--- src/rtl/axi_llc_lock_gate_if.sv ---
// Valid/ready descriptor stream between the lock gate and its neighbours.
// The master drives desc/valid, the slave answers with ready.
interface axi_llc_lock_gate_if #(
    parameter int unsigned DescWidth = 20
) ();
    logic [DescWidth-1:0] desc;
    logic                 valid;
    logic                 ready;

    modport master (output desc, output valid, input ready);
    modport slave  (input desc, input valid, output ready);
endinterface

--- src/rtl/axi_llc_lock_gate.sv ---
// Single-entry stage in front of the LLC lock box: holds one descriptor, waits until its line is
// unlocked, pulses the lock request once, then forwards the descriptor. Tracks lock stall cycles.
module axi_llc_lock_gate #(
    parameter int unsigned IndexLength      = 8,
    parameter int unsigned SetAssociativity = 4,
    parameter int unsigned PayloadWidth     = 8,
    parameter int unsigned StallCntWidth    = 16,
    localparam int unsigned LockWidth       = IndexLength + SetAssociativity,
    localparam int unsigned DescWidth       = PayloadWidth + LockWidth
) (
    input  logic                     clk_i,
    input  logic                     rst_ni,
    axi_llc_lock_gate_if.slave       in_slv,
    axi_llc_lock_gate_if.master      out_mst,
    output logic [LockWidth-1:0]     lock_o,
    input  logic                     locked_i,
    output logic                     lock_req_o,
    output logic [StallCntWidth-1:0] stall_cnt_o,
    output logic [StallCntWidth-1:0] stall_max_o,
    input  logic                     stall_clr_i
);
    // Descriptor layout {payload, index, way_ind}: the low LockWidth bits are the lock payload.
    typedef enum logic [1:0] {
        ST_IDLE = 2'd0,
        ST_LOCK = 2'd1,
        ST_SEND = 2'd2
    } state_e;

    localparam logic [StallCntWidth-1:0] CntZero = {StallCntWidth{1'b0}};
    localparam logic [StallCntWidth-1:0] CntOne  = {{(StallCntWidth-1){1'b0}}, 1'b1};

    function automatic logic [StallCntWidth-1:0] sat_inc(input logic [StallCntWidth-1:0] v);
        return (&v) ? v : (v + CntOne);
    endfunction

    state_e                   state_q, state_d;
    logic [DescWidth-1:0]     desc_q, desc_d;
    logic [LockWidth-1:0]     lock_q, lock_d;
    logic [StallCntWidth-1:0] stall_cnt_q, stall_cnt_d;
    logic [StallCntWidth-1:0] stall_max_q, stall_max_d;
    logic [StallCntWidth-1:0] cur_stall_q, cur_stall_d;
    logic                     grant_s;
    logic                     stall_s;

    // Next-state and descriptor/lock capture.
    always_comb begin
        state_d = state_q;
        desc_d  = desc_q;
        lock_d  = lock_q;
        grant_s = 1'b0;
        stall_s = 1'b0;
        case (state_q)
            ST_IDLE: begin
                if (in_slv.valid) begin
                    desc_d  = in_slv.desc;
                    lock_d  = in_slv.desc[LockWidth-1:0];
                    state_d = ST_LOCK;
                end else begin
                    state_d = ST_IDLE;
                end
            end
            ST_LOCK: begin
                if (!locked_i) begin
                    grant_s = 1'b1;
                    state_d = ST_SEND;
                end else begin
                    stall_s = 1'b1;
                    state_d = ST_LOCK;
                end
            end
            ST_SEND: begin
                if (out_mst.ready) begin
                    state_d = ST_IDLE;
                end else begin
                    state_d = ST_SEND;
                end
            end
            default: begin
                state_d = ST_IDLE;
            end
        endcase
    end

    // Stall accounting; a clear beats a same-cycle increment but leaves the running stall alone.
    always_comb begin
        stall_cnt_d = stall_cnt_q;
        stall_max_d = stall_max_q;
        cur_stall_d = cur_stall_q;
        if (stall_s) begin
            stall_cnt_d = sat_inc(stall_cnt_q);
            cur_stall_d = sat_inc(cur_stall_q);
        end else if (grant_s) begin
            cur_stall_d = CntZero;
            if (cur_stall_q > stall_max_q) begin
                stall_max_d = cur_stall_q;
            end else begin
                stall_max_d = stall_max_q;
            end
        end else begin
            cur_stall_d = cur_stall_q;
        end
        if (stall_clr_i) begin
            stall_cnt_d = CntZero;
            stall_max_d = CntZero;
        end else begin
            stall_cnt_d = stall_cnt_d;
        end
    end

    // State and datapath registers.
    always_ff @(posedge clk_i or negedge rst_ni) begin
        if (!rst_ni) begin
            state_q     <= ST_IDLE;
            desc_q      <= {DescWidth{1'b0}};
            lock_q      <= {LockWidth{1'b0}};
            stall_cnt_q <= CntZero;
            stall_max_q <= CntZero;
            cur_stall_q <= CntZero;
        end else begin
            state_q     <= state_d;
            desc_q      <= desc_d;
            lock_q      <= lock_d;
            stall_cnt_q <= stall_cnt_d;
            stall_max_q <= stall_max_d;
            cur_stall_q <= cur_stall_d;
        end
    end

    // Request is combinational on locked_i so a same-cycle unlock is granted immediately.
    assign lock_req_o    = grant_s;
    assign lock_o        = lock_q;
    assign in_slv.ready  = (state_q == ST_IDLE);
    assign out_mst.valid = (state_q == ST_SEND);
    assign out_mst.desc  = desc_q;
    assign stall_cnt_o   = stall_cnt_q;
    assign stall_max_o   = stall_max_q;

    axi_llc_lock_gate_chk #(.DescWidth(DescWidth)) u_chk (
        .clk_i        (clk_i),
        .rst_ni       (rst_ni),
        .lock_state_i (state_q == ST_LOCK),
        .locked_i     (locked_i),
        .lock_req_i   (lock_req_o),
        .in_valid_i   (in_slv.valid),
        .in_ready_i   (in_slv.ready),
        .out_valid_i  (out_mst.valid),
        .out_ready_i  (out_mst.ready),
        .out_desc_i   (out_mst.desc)
    );
endmodule

// Protocol checks for the lock gate: request legality, output stability, one request per descriptor.
module axi_llc_lock_gate_chk #(
    parameter int unsigned DescWidth = 20
) (
    input logic                 clk_i,
    input logic                 rst_ni,
    input logic                 lock_state_i,
    input logic                 locked_i,
    input logic                 lock_req_i,
    input logic                 in_valid_i,
    input logic                 in_ready_i,
    input logic                 out_valid_i,
    input logic                 out_ready_i,
    input logic [DescWidth-1:0] out_desc_i
);
    logic granted_q;

    // Remembers whether the descriptor currently held has already been granted its lock.
    always_ff @(posedge clk_i or negedge rst_ni) begin
        if (!rst_ni) begin
            granted_q <= 1'b0;
        end else if (in_valid_i && in_ready_i) begin
            granted_q <= 1'b0;
        end else if (lock_req_i) begin
            granted_q <= 1'b1;
        end else begin
            granted_q <= granted_q;
        end
    end

    a_req_legal: assert property (@(posedge clk_i) disable iff (!rst_ni)
        lock_req_i |-> (lock_state_i && !locked_i));

    a_out_stable: assert property (@(posedge clk_i) disable iff (!rst_ni)
        (out_valid_i && !out_ready_i) |=> (out_valid_i && $stable(out_desc_i)));

    a_single_req: assert property (@(posedge clk_i) disable iff (!rst_ni)
        lock_req_i |-> !granted_q);
endmodule

--- src/flat_wrapper.sv ---
// flat-port wrapper written by rule: the top's interface ports become plain ports
module axi_llc_lock_gate_flat 
#(
    parameter int unsigned IndexLength      = 8,
    parameter int unsigned SetAssociativity = 4,
    parameter int unsigned PayloadWidth     = 8,
    parameter int unsigned StallCntWidth    = 16,
    localparam int unsigned LockWidth       = IndexLength + SetAssociativity,
    localparam int unsigned DescWidth       = PayloadWidth + LockWidth
)
  (clk_i, rst_ni, lock_o, locked_i, lock_req_o, stall_cnt_o, stall_max_o, stall_clr_i, in_slv_desc, in_slv_valid, in_slv_ready, out_mst_desc, out_mst_valid, out_mst_ready);
  axi_llc_lock_gate_if #(.DescWidth(((8) + ((8) + (4))))) in_slv_i ();
  axi_llc_lock_gate_if #(.DescWidth(((8) + ((8) + (4))))) out_mst_i ();
  input  logic clk_i;
  input  logic rst_ni;
  output logic [LockWidth-1:0] lock_o;
  input  logic locked_i;
  output logic lock_req_o;
  output logic [StallCntWidth-1:0] stall_cnt_o;
  output logic [StallCntWidth-1:0] stall_max_o;
  input  logic stall_clr_i;
  input wire logic [$bits(in_slv_i.desc)-1:0] in_slv_desc;
  input wire logic [$bits(in_slv_i.valid)-1:0] in_slv_valid;
  output wire logic [$bits(in_slv_i.ready)-1:0] in_slv_ready;
  output wire logic [$bits(out_mst_i.desc)-1:0] out_mst_desc;
  output wire logic [$bits(out_mst_i.valid)-1:0] out_mst_valid;
  input wire logic [$bits(out_mst_i.ready)-1:0] out_mst_ready;
  assign in_slv_i.desc = in_slv_desc;
  assign in_slv_i.valid = in_slv_valid;
  assign in_slv_ready = in_slv_i.ready;
  assign out_mst_desc = out_mst_i.desc;
  assign out_mst_valid = out_mst_i.valid;
  assign out_mst_i.ready = out_mst_ready;
  axi_llc_lock_gate #(.IndexLength(IndexLength), .SetAssociativity(SetAssociativity), .PayloadWidth(PayloadWidth), .StallCntWidth(StallCntWidth)) u_core (.clk_i(clk_i), .rst_ni(rst_ni), .in_slv(in_slv_i), .out_mst(out_mst_i), .lock_o(lock_o), .locked_i(locked_i), .lock_req_o(lock_req_o), .stall_cnt_o(stall_cnt_o), .stall_max_o(stall_max_o), .stall_clr_i(stall_clr_i));
endmodule
--- config.mk ---
export PLATFORM = sky130hd
export DESIGN_NAME = axi_llc_lock_gate_flat
export DESIGN_NICKNAME = d
export VERILOG_FILES = /design/src/rtl/axi_llc_lock_gate_if.sv /design/src/rtl/axi_llc_lock_gate.sv /design/src/flat_wrapper.sv
export SDC_FILE = /design/constraint.sdc
export NUM_CORES = 1
export LEC_CHECK = 0
export ABC_AREA = 0
export CORE_MARGIN = 5
export CORE_UTILIZATION = 45
export DETAILED_ROUTE_END_ITERATION = 10
export HOLD_SLACK_MARGIN = 0.12
export PLACE_DENSITY = 0.73
export SETUP_SLACK_MARGIN = 0.02
export SLEW_MARGIN = 10
export SYNTH_ARGS = -nofsm -noshare
export SYNTH_HDL_FRONTEND = slang
export SYNTH_SLANG_ARGS = --single-unit
--- constraint.sdc ---
create_clock -name clk_i -period 5.4 [get_ports clk_i]
set_clock_uncertainty 0.1 [all_clocks]
set_input_delay 1.08 -clock clk_i [delete_from_list [all_inputs] [get_ports clk_i]]
set_output_delay 1.08 -clock clk_i [all_outputs]
set_load 0.01 [all_outputs]
After elaboration in Yosys (flattened, before gate mapping)
Index checks and enable logic that the tools add are counted.
{"block": "totals", "reg_bits": 82, "inputBits": 26, "output_inout_bits": 67, "word_cells": 43}
{"block": "op_classes", "add_sub_neg": 2, "n_lt_le_gt_ge": 1, "eq_ne": 5, "n_mux": 18, "reduce_logical": 11}
{"op": "16-bit 2-to-1 mux", "n": 10}
{"op": "16-bit by 1-bit adder with 16-bit output, second input constant", "n": 2}
{"op": "16-bit AND reduction", "n": 2}
{"op": "16-bit greater-than comparator", "n": 1}
{"op": "2-bit nonzero test", "n": 4}
{"op": "2-bit inequality test, second input constant", "n": 3}
{"op": "2-bit case mux with 3 select lines", "n": 1}
{"op": "2-bit AND reduction", "n": 3}
{"op": "1-bit 2-to-1 mux", "n": 5}
{"op": "2-bit 2-to-1 mux", "n": 2}
{"op": "3-bit AND reduction", "n": 1}
{"op": "2-bit by 1-bit equality test with 1-bit output, second input constant", "n": 1}
{"op": "2-bit equality test, second input constant", "n": 1}
{"op": "2-bit zero test", "n": 1}

Depth between registers and ports, before layout
Gate-level depths: netlist of the first run.
{"block": "logic_depth", "word_depth": 5, "mapped_depth": 9, "ltp_nobuf": 7}

Worst setup path after synthesis of the first run
OpenSTA, ideal clock, no wires.
{"block": "synth_timing", "path_type": "input-to-output", "startpoint": "in locked_i", "endpoint": "out lock_req_o", "arrival_ns": 1.733, "t_required_ns": 4.220, "path_slack_ns": 2.487, "stages": 5, "n_path_buf": 2, "path_cell_list": "inv_1 -> nand2b_4 -> buf_6 -> inv_1 -> clkbuf_1"}
{"block": "synth_via", "elab_chain_len": 2}
{"element": "start: declaration", "line": "flat_wrapper.sv:17", "rtl": "input logic locked_i;"}
{"element": "1-bit 2-to-1 mux", "line": "axi_llc_lock_gate.sv:63", "rtl": "if (!locked_i) begin"}
{"element": "1-bit 2-to-1 mux", "line": "axi_llc_lock_gate.sv:52", "rtl": "case (state_q)"}
{"element": "end: declaration", "line": "flat_wrapper.sv:18", "rtl": "output logic lock_req_o;"}
Every way passes these cells.

Final worst setup path of the first run
Ends and elaborated chain as after synthesis.

==> load_flow_metrics.sql, run 1 <==
INSERT INTO impl_metrics (metric_group, metric, value, unit) VALUES
('status', 'status', 'complete, no violations', ''),
('synth', 'ys_seq_elements', '70', ''),
('clock_tree', 'clock_latency', '0.35', 'ns'),
('placed_design', 'post_detailed_placement_cell_area', '4850', 'sq um'),
('power_and_ir_drop', 'static-leakage-power', '2.06', 'nW'),
('placed_design', 'preCtsSetupSlack', '1.56', 'ns'),
('timing', 'grt_setup_unrepaired', 'no', ''),
('synth', 'post_synth_mux_area_share', '0.0669', ''),
('worst_setup_path', 'cp_data_arrival_time', '2.65', 'ns'),
('worst_setup_path', 'critical_path_cell_count', '5', ''),
('worst_setup_path', 'critical_path_type', 'in -> out', ''),
('worst_setup_path', 'timing.reg2reg.worst_path_depth', '6', ''),
('worst_setup_path', 'slowest_cell_delay_on_critical_path', '0.62', 'ns'),
('cells_and_area', 'fin_nets', '504', ''),
('grt', 'grt_max_degree', '71', ''),
('worst_setup_path', 'timing.critical_path.fanout_max', '12', ''),
('synth', 'async_reset_ff_frac', '1.00', ''),
('drt', 'wire_per_inst', '15.7', 'um'),
('synth', 'synthesis.area', '3980', 'sq um'),
('drt', 'vias_per_std_cell', '5.39', ''),
('drt', 'dr_total_vias', '3091', ''),
('grt', 'track_usage', '0.172', ''),
('worst_setup_path', 'worst_ep_required_time', '4.22', 'ns'),
('synth', 'synthesis.nets', '428', ''),
('synth', 'synth_compound_area_frac', '0.125', ''),
('power_and_ir_drop', 'power.switching', '0.721', 'mW'),
('grt', 'initial_antenna_violation_count', '0', ''),
('power_and_ir_drop', 'power.share.switching', '0.354', ''),
('cells_and_area', 'post_route_cells_drive_above_1_share', '0.146', ''),
('power_and_ir_drop', 'power', '2.04', 'mW'),
('clock_tree', 'clock_tree.root_cell', 'sky130_fd_sc_hd__clkbuf_8', ''),
('timing', 'period_needed', '3.83', 'ns'),
('floorplanning', 'row_count', '34', ''),
('clock_tree', 'h_tree_lvls', '3', ''),
('timing', 'worst_slack', '1.57', 'ns'),
('timing', 'final-hold-violation-count', '0', ''),
('clock_tree', 'cts_inserted_buffers', '9', ''),
('timing', 'tns', '0', 'ns'),
('worst_setup_path', 'worstPathCellList', 'clkdlybuf4s50_1, inv_1, nand2b_4, inv_1, clkdlybuf4s50_1', ''),
('timing', 'worst_slew_margin', '0.415', ''),
('timing', 'setup_viol', '0', ''),
('clock_tree', 'clock_tree_from_tritoncts', 'built', ''),
('floorplanning', 'chipWidth', '104', 'um'),
('synth', 'yosys.area_share.simple', '0.207', ''),
('clock_tree', 'clk_pin_slew', '0.07', 'ns'),
('synth', 'synthesis.instances', '384', ''),
('power_and_ir_drop', 'pwr-share-clk', '0.210', ''),
('synth', 'synth_top_family_by_area', 'simple AND/OR/NAND/NOR gates', ''),
('floorplanning', 'core_area', '8680', 'sq um'),
('worst_setup_path', 'worstSetupStartpoint', 'locked_i', ''),
('worst_setup_path', 'end_kind', 'output pin', ''),
('synth', 'syn_area_per_cell', '10.4', 'sq um'),
('synth', 'synth-adder-area-share', '0.0566', ''),
('cells_and_area', 'n_antenna_cell', '0', ''),
('synth', 'netlist-cell-type-count', '57', ''),
('cells_and_area', 'num-fill-cells', '769', ''),
('timing', 'fin_crit_sh', '0.709', ''),
('worst_setup_path', 'worstSetupEndpoint', 'lock_req_o', ''),
('placed_design', 'place_congestion', '0.865', ''),
('synth', 'synthXorXnorAreaFrac', '0.0330', ''),
('drt', 'wirelength', '9.02', 'mm'),
('drt', 'drc_errors', '0', ''),
('cells_and_area', 'layout.cells.most_common', 'sky130_fd_sc_hd__clkdlybuf4s50_1', ''),
('min_path', 'worstHoldStart', 'u_core.out_mst.desc[14]', ''),
('power_and_ir_drop', 'sequential_share_of_power', '0.361', ''),
('worst_setup_path', 'reg2reg_to', 'u_core.stall_max_o[0]', ''),
('drt', 'firstDrtPassIters', '4', ''),
('synth', 'yosysWarningCount', '0', ''),
('timing', 'clock.fmax', '0.261', 'GHz'),
('clock_tree', 'cts_buffer_depth', '2', ''),
('floorplanning', 'fp.dieArea', '10800', 'sq um');
[state kept, by name, indices dropped and copies added (netlist names)]
signal               flops
u_core.stall_cnt_o      16
u_core.out_mst.desc      9
u_core.stall_max_o      16
u_core.state_q           2
u_core.cur_stall_q      16
u_core.lock_o           11
[power by group through the flow]
stage          Combinational (mW)  Clock (mW)  Sequential [mW]
2_1_floorplan               0.571           0            0.759
3_3_place_gp                0.872           0            0.739
3_5_place_dp                0.883           0            0.745
4_1_cts                     0.890       0.438            0.737
5_1_grt                     0.955       0.462            0.759
6_report                    0.877       0.428            0.735
[Yosys cell counts, drive strengths merged, types with 7 or more instances]
cell type / count / share of area
ha: 18 / 0.057
nand4: 14 / 0.033
a21oi: 7 / 0.0088
inv: 21 / 0.020
mux2: 21 / 0.059
o21ai: 21 / 0.029
nor3: 11 / 0.014
nand2: 28 / 0.026
nand3: 25 / 0.031
dfrtp: 70 / 0.44
o22ai: 15 / 0.039
buf: 23 / 0.045
nor2: 31 / 0.032
xor2: 9 / 0.020
[cell type report]
| class | count | area [sq um] | share of cell area |
|---|---|---|---|
| well taps | 108 | 135 | 0.0268 |
| clock inverters | 7 | 72.6 | 0.0144 |
| repair buffers | 94 | 931 | 0.185 |
| multi-input cells | 263 | 1950 | 0.386 |
| flip-flops and latches | 70 | 1750 | 0.347 |
| clock buffers | 9 | 124 | 0.0246 |
| inverters | 22 | 82.6 | 0.0164 |
[layer usage]
metal	routed length, um	track usage	part of all wire
met1	4260	0.239	0.47
met2	4120	0.262	0.46
met3	539	0.0528	0.060
met4	99	0.0453	0.011
met5	0	0	0
[logic make-up (layout without fill, tap and decap cells)]
logic type               count (synthesis)  count (layout)
multiplexers                            24              24
AND/OR/NAND/NOR                        143             143
flip-flops                              70              70
buffers and inverters                   51             132
AO/OA/AOI/OAI                           63              63
adder cells (fa/ha/maj)                 18              18
XOR/XNOR                                15              15
[how the worst min path moves through the flow]
stage	end	slack, ns	cells past startpoint
after floorplan	u_core.cur_stall_q[0]	0.42	1
after global placement	u_core.out_mst.desc[15]	0.39	1
after detailed placement	u_core.out_mst.desc[14]	0.40	1
after CTS	u_core.out_mst.desc[14]	0.41	1
after global routing	u_core.out_mst.desc[16]	0.44	1
final	u_core.out_mst.desc[14]	0.41	1
No activity file was read; power rests on OpenSTA's default activity.
==> inputs of run 2 (changes only) <==
clock period = 3.58 ns   (was 5.4 ns; I/O delays follow)
==> run 2 against run 1 <==
Register-to-register slack worse by 1.6 ns. Non-clock buffer count grew 3. Global-route usage is 0.23 points higher. Count of clock-buffer cells in the layout stayed put. Routed wire length fell by 0.39%. Worst hold slack improved by 0.0037 ns. Via count up 1.1%. Total power rose by 53%. Final cell count grew 0.52%. Combinational power grew 54%. Cell area is 0.60% higher. Critical endpoint unchanged.
==> load_flow_metrics.sql, run 2 (synthesis results as in run 1) <==
INSERT INTO impl_metrics (metric_group, metric, value, unit) VALUES
('grt', 'globalRouteMet3Util', '0.0521', ''),
('timing', 'period_needed', '2.85', 'ns'),
('clock_tree', 'h_tree_lvls', '3', ''),
('floorplanning', 'boundaryPins', '93', ''),
('grt', 'globalRouteMet1Util', '0.229', ''),
('power_and_ir_drop', 'p_per_area', '615', 'nW/um^2'),
('worst_setup_path', 'critical_path_type', 'in -> out', ''),
('cells_and_area', 'n_antenna_cell', '0', ''),
('drt', 'drc_errors', '0', ''),
('cells_and_area', 'final_cell_count_no_fill', '576', ''),
('drt', 'antenna_left', '0', ''),
('cells_and_area', 'num-fill-cells', '791', ''),
('worst_setup_path', 'cp_data_arrival_time', '2.04', 'ns'),
('timing', 'clock.fmax', '0.351', 'GHz'),
('grt', 'grt_pass1_vias', '3322', ''),
('worst_setup_path', 'startpoint_type', 'input port', ''),
('power_and_ir_drop', 'static-leakage-power', '2.08', 'nW'),
('cells_and_area', 'multiInputGateArea', '1950', 'sq um'),
('placed_design', 'place.detailed.hpwl', '6.61', 'mm'),
('timing', 'setup_viol', '0', ''),
('timing', 'report.final.slew_viol_count', '0', ''),
('drt', 'dr_total_vias', '3126', ''),
('clock_tree', 'clock_tree.root_cell', 'sky130_fd_sc_hd__clkbuf_8', ''),
('cells_and_area', 'layout.area.seq', '1750', 'sq um'),
('floorplanning', 'chipWidth', '104', 'um'),
('drt', 'wirelength', '8.99', 'mm'),
('clock_tree', 'cts_hold_repair.buffers', '0', ''),
('min_path', 'worst_hold_path_depth', '1', ''),
('drt', 'vias_per_std_cell', '5.43', ''),
('job', 'max_cap_violations', '0', ''),
('clock_tree', 'clk_pin_slew', '0.08', 'ns'),
('power_and_ir_drop', 'pwr-share-clk', '0.213', ''),
('timing', 'grt_setup_unrepaired', 'no', ''),
('cells_and_area', 'fin_nets', '507', ''),
('worst_setup_path', 'end_kind', 'output pin', ''),
('timing', 'tns', '0', 'ns'),
('worst_setup_path', 'timing.reg2reg.worst_path_depth', '6', ''),
('floorplanning', 'row_count', '34', ''),
('power_and_ir_drop', 'pwr-share-comb', '0.432', ''),
('grt', 'grt_first_pass_wirelength', '15.9', 'mm'),
('timing', 'final-hold-violation-count', '0', ''),
('grt', 'use_met2', '0.275', ''),
('power_and_ir_drop', 'internal_power', '2.01', 'mW'),
('grt', 'grt_remaining_overflow', '0', ''),
('clock_tree', 'clock_latency', '0.35', 'ns'),
('grt', 'track_usage', '0.175', ''),
('drt', 'firstDrtPassIters', '4', ''),
('worst_setup_path', 'timing.critical_path.fanout_max', '7', ''),
('clock_tree', 'cts_buffer_depth', '2', ''),
('power_and_ir_drop', 'power', '3.12', 'mW'),
('power_and_ir_drop', 'sequential_share_of_power', '0.356', ''),
('clock_tree', 'cts_repair_resize_count', '0', ''),
('floorplanning', 'die_h', '104', 'um'),
('timing', 'slew_of_the_pin_with_the_lowest_slew_margin', '0.893', 'ns'),
('timing', 'fin_crit_sh', '0.796', ''),
('grt', 'grt_max_degree', '71', ''),
('cells_and_area', 'layout-area-overhead-vs-synth', '27.4', '%'),
('drt', 'drt-initial-drc-count', '94', ''),
('clock_tree', 'cts_inserted_buffers', '9', ''),
('power_and_ir_drop', 'peakVddDrop', '464', 'uV'),
('cells_and_area', 'post_route_cells_drive_above_1_share', '0.152', ''),
('drt', 'wire_per_inst', '15.6', 'um'),
('grt', 'initial_antenna_violation_count', '0', ''),
('cells_and_area', 'most-common-layout-cells', '91 x sky130_fd_sc_hd__clkdlybuf4s50_1, 70 x sky130_fd_sc_hd__dfrtp_1, 29 x sky130_fd_sc_hd__nor2_1', ''),
('placed_design', 'place_congestion', '0.905', ''),
('power_and_ir_drop', 'power.share.switching', '0.356', ''),
('grt', 'busiest_layer', 'met2', ''),
('floorplanning', 'initial_utilization', '0.459', ''),
('placed_design', 'io_buffer_count', '92', ''),
('floorplanning', 'fp.dieArea', '10800', 'sq um'),
('worst_setup_path', 'worst_ep_required_time', '2.76', 'ns'),
('clock_tree', 'clock_tree_from_tritoncts', 'built', ''),
('clock_tree', 'cts.repair_timing.setup_buffer_count', '0', ''),
('placed_design', 'dpl.cell_count', '560', ''),
('timing', 'worst_slew_margin', '0.405', ''),
('floorplanning', 'core_area', '8680', 'sq um'),
('power_and_ir_drop', 'power.switching', '1.11', 'mW'),
('status', 'status', 'complete, no violations', ''),
('min_path', 'holdCritPathClass', 'reg -> reg', ''),
('clock_tree', 'clock_sinks', '70', ''),
('cells_and_area', 'layout.cells.most_common', 'sky130_fd_sc_hd__clkdlybuf4s50_1', '');
==> run 2: cell count changes in the layout (fill, tap and decap cells not counted), sizes merged <==
cell	previous run	this run
buf	3	6
clkinv	4	1
inv	22	25
==> run 2: worst max-delay path, cell delays in order <==
cell and delay, ns:
sky130_fd_sc_hd__clkdlybuf4s50_1 0.44, sky130_fd_sc_hd__inv_1 0.13, sky130_fd_sc_hd__nand2b_4 0.10, sky130_fd_sc_hd__inv_1 0.09
sky130_fd_sc_hd__clkdlybuf4s50_1 0.55
==> run 2: worst paths after layout <==
path	slack [ns]	from	to
setup / recovery	0.73	locked_i	lock_req_o
hold / removal	0.41	u_core.out_mst.desc[18]	u_core.out_mst.desc[18]
setup reg to reg	1.11	u_core.cur_stall_q[6]	u_core.stall_max_o[5]
hold reg to reg	0.41	u_core.out_mst.desc[18]	u_core.out_mst.desc[18]
max in group asynchronous	2.33	rst_ni	u_core.stall_cnt_o[4]
min in group asynchronous	0.46	rst_ni	u_core.stall_max_o[5]
==> run 2: power groups by stage <==
stage	logic, mW	clock network [mW]	registers (mW)
floorplan	0.861	0	1.14
global placement	1.34	0	1.12
detailed placement	1.36	0	1.13
CTS	1.37	0.689	1.11
global route	1.47	0.720	1.15
finish	1.35	0.664	1.11
==> run 2: layout make-up <==
cell class | instances | area share
repair buffers | 97 | 0.188
multi-input cells | 263 | 0.384
inverters | 22 | 0.0163
clock buffers | 9 | 0.0244
well taps | 108 | 0.0266
clock inverters | 7 | 0.0158
flip-flops and latches | 70 | 0.345
==> run 2: through the flow <==
step                instance area, sq um  setup WS (ns)  hold WS, ns   util
floorplan                           3980           1.40        0.320      -
global placement                    4870          0.716        0.390  0.561
detailed placement                  4870          0.709        0.394  0.561
CTS                                 5070          0.709        0.416  0.585
global route                        5070          0.626        0.440  0.585
finish                              5070          0.729        0.412  0.585
==> run 2: layer usage <==
metal / share of wire / up-vias
li1: - / 1522
met1: 0.46 / 1521
met2: 0.47 / 73
met3: 0.059 / 10
met4: 0.012 / 0
met5: 0 / -
